[src/rtl/mul_share_arbiter.sv]
// Shared iterative shift-add multiplier for two requesters, round-robin arbitrated.
// Latency: grant the cycle after capture, done WIDTH cycles after capture, one op per WIDTH+2 cycles.
// Backpressure: requests are sampled only in IDLE; a requester holds iReqN until its grant pulse.
module mul_share_arbiter #(
    parameter int WIDTH = 16
) (
    input  logic                 Clock,
    input  logic                 Reset,
    input  logic                 iReq0,
    input  logic [WIDTH-1:0]     iA0,
    input  logic [WIDTH-1:0]     iB0,
    input  logic                 iSigned0,
    input  logic                 iReq1,
    input  logic [WIDTH-1:0]     iA1,
    input  logic [WIDTH-1:0]     iB1,
    input  logic                 iSigned1,
    output logic                 oGnt0,
    output logic                 oGnt1,
    output logic                 oDone0,
    output logic                 oDone1,
    output logic [2*WIDTH-1:0]   oResult,
    output logic                 oBusy
);

    localparam int PW = 2 * WIDTH;
    localparam int CW = $clog2(WIDTH) + 1;

    typedef enum logic [1:0] {
        S_IDLE = 2'd0,
        S_CALC = 2'd1,
        S_DONE = 2'd2
    } state_t;

    state_t          state;
    logic            prio;      // port that wins when both request
    logic            owner;     // port whose op is in flight
    logic            neg;       // product sign after magnitude multiply
    logic [CW-1:0]   cnt;
    logic [PW-1:0]   acc;
    logic [PW-1:0]   mcand;
    logic [WIDTH-1:0] mplier;

    logic            sel1;
    logic            any_req;
    logic [WIDTH-1:0] a_sel;
    logic [WIDTH-1:0] b_sel;
    logic            sgn_sel;
    logic            a_neg;
    logic            b_neg;
    logic [WIDTH-1:0] a_abs;
    logic [WIDTH-1:0] b_abs;
    logic [PW-1:0]   acc_step;
    logic [PW-1:0]   final_val;

    // Arbitration winner and operand magnitudes for the capture edge
    always_comb begin
        any_req  = iReq0 | iReq1;
        sel1     = iReq1 & (~iReq0 | prio);
        a_sel    = sel1 ? iA1 : iA0;
        b_sel    = sel1 ? iB1 : iB0;
        sgn_sel  = sel1 ? iSigned1 : iSigned0;
        a_neg    = sgn_sel & a_sel[WIDTH-1];
        b_neg    = sgn_sel & b_sel[WIDTH-1];
        // Negating the most negative value yields itself, which is the correct unsigned magnitude
        a_abs    = a_neg ? (~a_sel + WIDTH'(1)) : a_sel;
        b_abs    = b_neg ? (~b_sel + WIDTH'(1)) : b_sel;
    end

    // One shift-add step and the sign-corrected product it would produce
    always_comb begin
        acc_step  = mplier[0] ? (acc + mcand) : acc;
        final_val = neg ? (~acc_step + PW'(1)) : acc_step;
    end

    assign oBusy = (state != S_IDLE);

    // Control FSM with datapath registers and registered handshake pulses
    always_ff @(posedge Clock or posedge Reset) begin
        if (Reset) begin
            state   <= S_IDLE;
            prio    <= 1'b0;
            owner   <= 1'b0;
            neg     <= 1'b0;
            cnt     <= '0;
            acc     <= '0;
            mcand   <= '0;
            mplier  <= '0;
            oGnt0   <= 1'b0;
            oGnt1   <= 1'b0;
            oDone0  <= 1'b0;
            oDone1  <= 1'b0;
            oResult <= '0;
        end else begin
            oGnt0  <= 1'b0;
            oGnt1  <= 1'b0;
            oDone0 <= 1'b0;
            oDone1 <= 1'b0;
            case (state)
                S_IDLE: begin
                    if (any_req) begin
                        owner  <= sel1;
                        prio   <= ~sel1;
                        neg    <= a_neg ^ b_neg;
                        mcand  <= {{WIDTH{1'b0}}, a_abs};
                        mplier <= b_abs;
                        acc    <= '0;
                        cnt    <= '0;
                        oGnt0  <= ~sel1;
                        oGnt1  <= sel1;
                        state  <= S_CALC;
                    end
                end
                S_CALC: begin
                    acc    <= acc_step;
                    mcand  <= mcand << 1;
                    mplier <= mplier >> 1;
                    cnt    <= cnt + CW'(1);
                    if (cnt == CW'(WIDTH - 1)) begin
                        oResult <= final_val;
                        oDone0  <= ~owner;
                        oDone1  <= owner;
                        state   <= S_DONE;
                    end
                end
                S_DONE: begin
                    state <= S_IDLE;
                end
                default: begin
                    state <= S_IDLE;
                end
            endcase
        end
    end

endmodule

[config.mk]
export PLATFORM = sky130hd
export DESIGN_NAME = mul_share_arbiter
export DESIGN_NICKNAME = d
export VERILOG_FILES = /design/src/rtl/mul_share_arbiter.sv
export SDC_FILE = /design/constraint.sdc
export NUM_CORES = 1
export LEC_CHECK = 0
export ABC_AREA = 1
export BUFFER_PORTS_ARGS = -buffer_cell sky130_fd_sc_hd__buf_4
export CAP_MARGIN = 20
export CORE_ASPECT_RATIO = 1.1
export CORE_MARGIN = 4
export CORE_UTILIZATION = 50
export DETAILED_ROUTE_END_ITERATION = 8
export GPL_ROUTABILITY_DRIVEN = 0
export GPL_TIMING_DRIVEN = 0
export HOLD_SLACK_MARGIN = 0.03
export PLACE_DENSITY = 0.73
export SLEW_MARGIN = 20
export SYNTH_ARGS = -nofsm -noshare
export SYNTH_HDL_FRONTEND = slang
export SYNTH_SLANG_ARGS = --single-unit
[constraint.sdc]
create_clock -name Clock -period 5.5 [get_ports Clock]
set_clock_uncertainty 0.1 [all_clocks]
set_input_delay 0.55 -clock Clock [delete_from_list [all_inputs] [get_ports Clock]]
set_output_delay 0.55 -clock Clock [all_outputs]
set_load 0.01 [all_outputs]
=== Word-level counts from Yosys, hierarchy flattened ===
Index checks and enable logic that the tools add are counted.
W data, S select, Z words.

* Register bits: 126
* Input port bits: 70
* Output and inout port bits: 37
* Logic and storage cells: 67

* Add/sub/neg operators: 5
* Equality and inequality tests: 4
* Muxes and demuxes: 26
* Bitwise logic cells: 12
* Reductions and logical operators: 7

{| class="wikitable"
|+ Operators by type and width
! kind !! number
|-
| $mux W32 || 4
|-
| $pmux W32 S2 || 2
|-
| $mux W16 || 5
|-
| $add A16 B1 Y16 const B || 2
|-
| $add A32 B1 Y32 const B || 1
|-
| $add A32 B32 Y32 || 1
|-
| $not A16 Y16 || 2
|-
| $not A32 Y32 || 1
|-
| $pmux W16 S2 || 1
|-
| $pmux W5 S2 || 1
|-
| $mux W1 || 9
|-
| $reduce_and A2 Y1 || 4
|-
| $add A5 B1 Y5 const B || 1
|-
| $eq A5 B4 Y1 const B || 1
|-
| $mux W5 || 1
|-
| $mux W2 || 2
|-
| $ne A2 B2 Y1 const B || 2
|-
| $pmux W2 S2 || 1
|-
| $reduce_bool A2 Y1 || 2
|-
| $and A1 B1 Y1 || 3
|-
| $not A1 Y1 || 3
|-
| $eq A2 B1 Y1 const B || 1
|-
| $logic_not A2 Y1 || 1
|-
| $or A1 B1 Y1 || 2
|-
| $xor A1 B1 Y1 || 1
|}

=== Depth between registers and ports, before layout ===
* Depth in word-level cells: 9
* Gate-level depth with buffers: 22
* Gate-level depth less buffers: 22

=== Worst setup path before layout ===
Ideal clock, no wire load.

* Path kind: register to register
* From: reg acc[0]
* To: reg oResult[30]
* Library setup time: 0.117 ns
* Arrival: 2.542 ns
* Data required time: 5.283 ns
* Slack: 2.740 ns
* Stages on the path, launching flop included: 20
* Buffers on the path: 0
* Clock period less this slack: 2.760 ns
* Path through: dfrtp_1 -> ha_1 -> fa_1 -> nand2_1 -> inv_1 -> nor2_8 -> ha_1 -> inv_1 -> nor2_1 -> nand3_1 -> nor2_2 -> nand2_1 -> nor2_4 -> nand3_4 -> nor2_1 -> nand2_1 -> nand2_1 -> nand3_1 -> nand3_1 -> nand2_1

* Cells in the longest elaborated chain, start to end: 5

{| class="wikitable"
|+ RTL lines
! what !! RTL line !! RTL
|-
| start: declaration || 39 || <nowiki>logic [PW-1:0] acc;</nowiki>
|-
| start signal: assignment || 114 || <nowiki>acc <= acc_step;</nowiki>
|-
| $add A32 B32 Y32 || 71 || <nowiki>acc_step = mplier[0] ? (acc + mcand) : acc;</nowiki>
|-
| $mux W32 * || 71 ||
|-
| $not A32 Y32 || 72 || <nowiki>final_val = neg ? (~acc_step + PW'(1)) : acc_step;</nowiki>
|-
| $add A32 B1 Y32 || 72 ||
|-
| $mux W32 * || 72 ||
|-
| end signal: assignment || 119 || <nowiki>oResult <= final_val;</nowiki>
|-
| end: declaration || 21 || <nowiki>output logic [2*WIDTH-1:0] oResult,</nowiki>
|}

Mark *: on every way between the ends. The rest lies on a longest branch, timed or not.
A chain may end at the register's enable or synchronous reset.

=== Worst setup path after layout ===
Same ends and word-level chain as after synthesis.

==> results.tsv <==
stage	metric	value	unit
sta	slew_headroom	49.2	%
placed_design	io_buffers	106	
detailed_routing	drt_wl_total	29.7	mm
logic_synthesis	synth_top_area_share	31.8	%
detailed_routing	dr.pass1.iters	6	
floorplanning	dieWidth	142	um
logic_synthesis	synthTopCellsByArea	dfrtp_1 32%, nand2_1 21%, inv_1 8.8%, nand3_1 5.4%, ha_1 4.5%	
cells_and_area	final_cells	1923	
setup_path	cpMostUsedCell	nand2_1	
power_and_ir_drop	ir_drop	0.373	mV
global_route	grt_pass1_vias	10039	
setup_path	crit_slowest_cell	fa_1	
floorplanning	rows	53	
setup_path	crit_path_max_fanout	5	
cells_and_area	area_delta_synth_final	17.3	%
sta	setup_viol	0	
setup_path	ff2ff_path_depth	20	
setup_path	cp-end-kind	register	
setup_path	cp_num_cells	20	
sta	hold_viol	0	
setup_path	crit_start	acc[0]$_DFFE_PP0P_	
global_route	met2_usage	47.3	%
setup_path	critPathTopFamily	simple AND/OR/NAND/NOR gates	
setup_path	r2r_slack	2310	ps
setup_path	crit_arrival	3400	ps
cts	clockBufferDepth	2	
logic_synthesis	ys_warn_count	0	
setup_path	startpoint_type	register	
global_route	gr-total-overflow	0	
sta	worst_slack	2310	ps
floorplanning	pin_count	107	
global_route	grt_max_degree	73	
cells_and_area	drive_gt1_share	12.4	%
cts	clk_latency	420	ps
setup_path	worstSetupPathType	reg -> reg	
setup_path	rr_startpoint	acc[0]$_DFFE_PP0P_	
setup_path	slowest_delay	460	ps
setup_path	required	5710	ps
logic_synthesis	yosys-top-cells-count	546 x nand2_1, 231 x inv_1, 126 x dfrtp_1	
cts	numCtsBuffers	17	
logic_synthesis	seq_area_frac_synth	31.8	%
setup_path	critPathCapture	oResult[30]$_DFFE_PP0P_	
global_route	grt_pass1_wl	48.1	mm
detailed_routing	routed_via_density	5.37	
floorplanning	die_y	156	um
logic_synthesis	async_flop_share	100	%
cts	cts.htree.levels	4	
logic_synthesis	yosysTopAreaCell	dfrtp_1	
min_path	hold_class	in -> async	
logic_synthesis	syn-instance-count	1537	
sta	rsz0062_at_grt	false	
global_route	busiest_layer	met2	
detailed_routing	wl_per_cell	15.4	um
cells_and_area	finalCoreUtilization	60.2	%
cts	cts_tree	done	
floorplanning	design.core.area	19300	um^2
sta	fin_crit_sh	57.9	%
cts	post_cts_buffers	0	
sta	fmax	314	MHz
sta	min_period	3190	ps
power_and_ir_drop	p_leak	6.34	nW
placed_design	place_ws	2400	ps
placed_design	placed_cells	1891	
placed_design	dp.final_hpwl	23.3	mm
cts	path_clk_slew	60	ps
cells_and_area	diodes	0	
logic_synthesis	avgSynthCellArea	6.45	um^2
logic_synthesis	synth_cell_types	48	
cts	postCtsResizedCells	0	
logic_synthesis	ys_ff_latch	126	
detailed_routing	ant_nets	0	
cts	cts_hold_buf	0	
detailed_routing	drc	0	
global_route	grtUsageTotal	27.1	%
global_route	antenna_found_initial	0	
floorplanning	die_area	22100	um^2
setup_path	crit_chain	ha_1 > fa_1 > nand2_1 > nand2_1 > nand3_1 > nand2_1 > nand2_1 > nand3_1 > nand2_1 > inv_1 > nor2_1 > nand2_1 > nor2_4 > nand3_4 > nor2_1 > nand2_1 > nand2_1 > nand3_1 > nand3_1 > nand2_1	
sta	drv_slew	0	
cells_and_area	seq_area	3150	um^2
logic_synthesis	synth_edf_count	0	
cells_and_area	nNetsFinal	1770	
logic_synthesis	synth.most_common_cell	nand2_1	
global_route	use_met1	31.0	%
sta	tightest_slew	762	ps
cells_and_area	multi_input_area	5620	um^2
logic_synthesis	synth_nets	1644	
cts	clockRootBuffer	clkbuf_16	
logic_synthesis	yosys_most_used_dff	dfrtp_1	
setup_path	worst-path-buf-inv	1	
floorplanning	start_util	51.3	%
cts	clock_sinks	126	
logic_synthesis	syn-cell-area	9910	um^2
setup_path	r2r_end	oResult[30]$_DFFE_PP0P_	
detailed_routing	drt_iter0_drc	712	
power_and_ir_drop	power_density	752	nW/um^2
cells_and_area	fillers	1871	
detailed_routing	vias	10326	
global_route	gr-usage-met3	3.53	%
job	cap_violations	0	
status	outcome	complete, no violations	
[stage by stage]
| stage | instance area [um^2] | hold WS (ps) | TNS [ps] | total power, mW |
|---|---|---|---|---|
| after floorplan | 9910 | 326 | 0 | 5.86 |
| after global placement | 11000 | 366 | -7920 | 7.39 |
| after detailed placement | 11000 | 367 | 0 | 7.51 |
| after CTS | 11600 | 42.2 | 0 | 8.68 |
| after global routing | 11600 | 57.0 | 0 | 9.51 |
| final | 11600 | 32.5 | 0 | 8.73 |
[report_power, final]
group | total [mW] | leakage (nW) | switching, mW | internal [mW]
Clock | 1.12 | 0.272 | 0.457 | 0.661
Combinational | 5.85 | 4.53 | 3.90 | 1.95
Sequential | 1.77 | 1.54 | 0.377 | 1.39
Total | 8.73 | 6.34 | 4.73 | 4.00
[area by class of cell]
cell class	count	share of cell area [%]
Inverter	236	7.69
Sequential cell	126	27.1
Tap cell	247	2.66
Timing Repair Buffer	107	7.08
Clock inverter	11	0.904
Buffer	52	2.15
Multi-Input combinational cell	1123	48.3
Clock buffer	21	4.05
[layer usage]
| layer | vias to the layer above | share of wire, % |
|---|---|---|
| met5 | - | 0 |
| met4 | 0 | 6.7 |
| met3 | 108 | 5.4 |
| met2 | 390 | 48 |
| met1 | 4667 | 40 |
| li1 | 5161 | - |
[state kept, by name, indices dropped and copies added, names as in the netlist, 2 cells and up]
signal	flops
oResult	32
acc	32
state	2
cnt	5
mplier	16
mcand	32
[how the worst min path moves through the flow]
stage	cells after the start	endpoint
2_1_floorplan	1	oDone0$_DFF_PP0_
3_3_place_gp	2	oResult[30]$_DFFE_PP0P_
3_5_place_dp	2	oResult[24]$_DFFE_PP0P_
4_1_cts	2	owner$_DFFE_PP0P_
5_1_grt	2	oResult[0]$_DFFE_PP0P_
6_report	2	oResult[0]$_DFFE_PP0P_
[worst reg2reg max path: cells and delay by family (launching register included)]
kind                       cells  cell delay [ps]
and+or+nand+nor               17             1790
adders and majority gates      2              730
DFF                            1              400
buffers and inverters          1               60
[cell usage in the layout (no fill, tap or decap), drive strengths merged, types with 9 or more instances in the layout]
cell type,count
nand2,557
inv,238
buf,130
dfrtp,126
nor2,120
nand3,113
o21ai,103
o22ai,50
clkbuf,50
ha,36
a21oi,35
xor2,27
nand4,16
nor3,13
mux2i,11
o211ai,9
[logic make-up after synthesis]
family	Yosys count	synth area share, %
XOR/XNOR	34	3.01
adder cells (fa/ha/maj)	37	4.75
flip-flops	126	31.8
AO/OA/AOI/OAI	218	12.9
AND/OR/NAND/NOR	823	34.9
buffers and inverters	288	11.5
multiplexers	11	1.11
No activity file was read; power rests on OpenSTA's default activity.
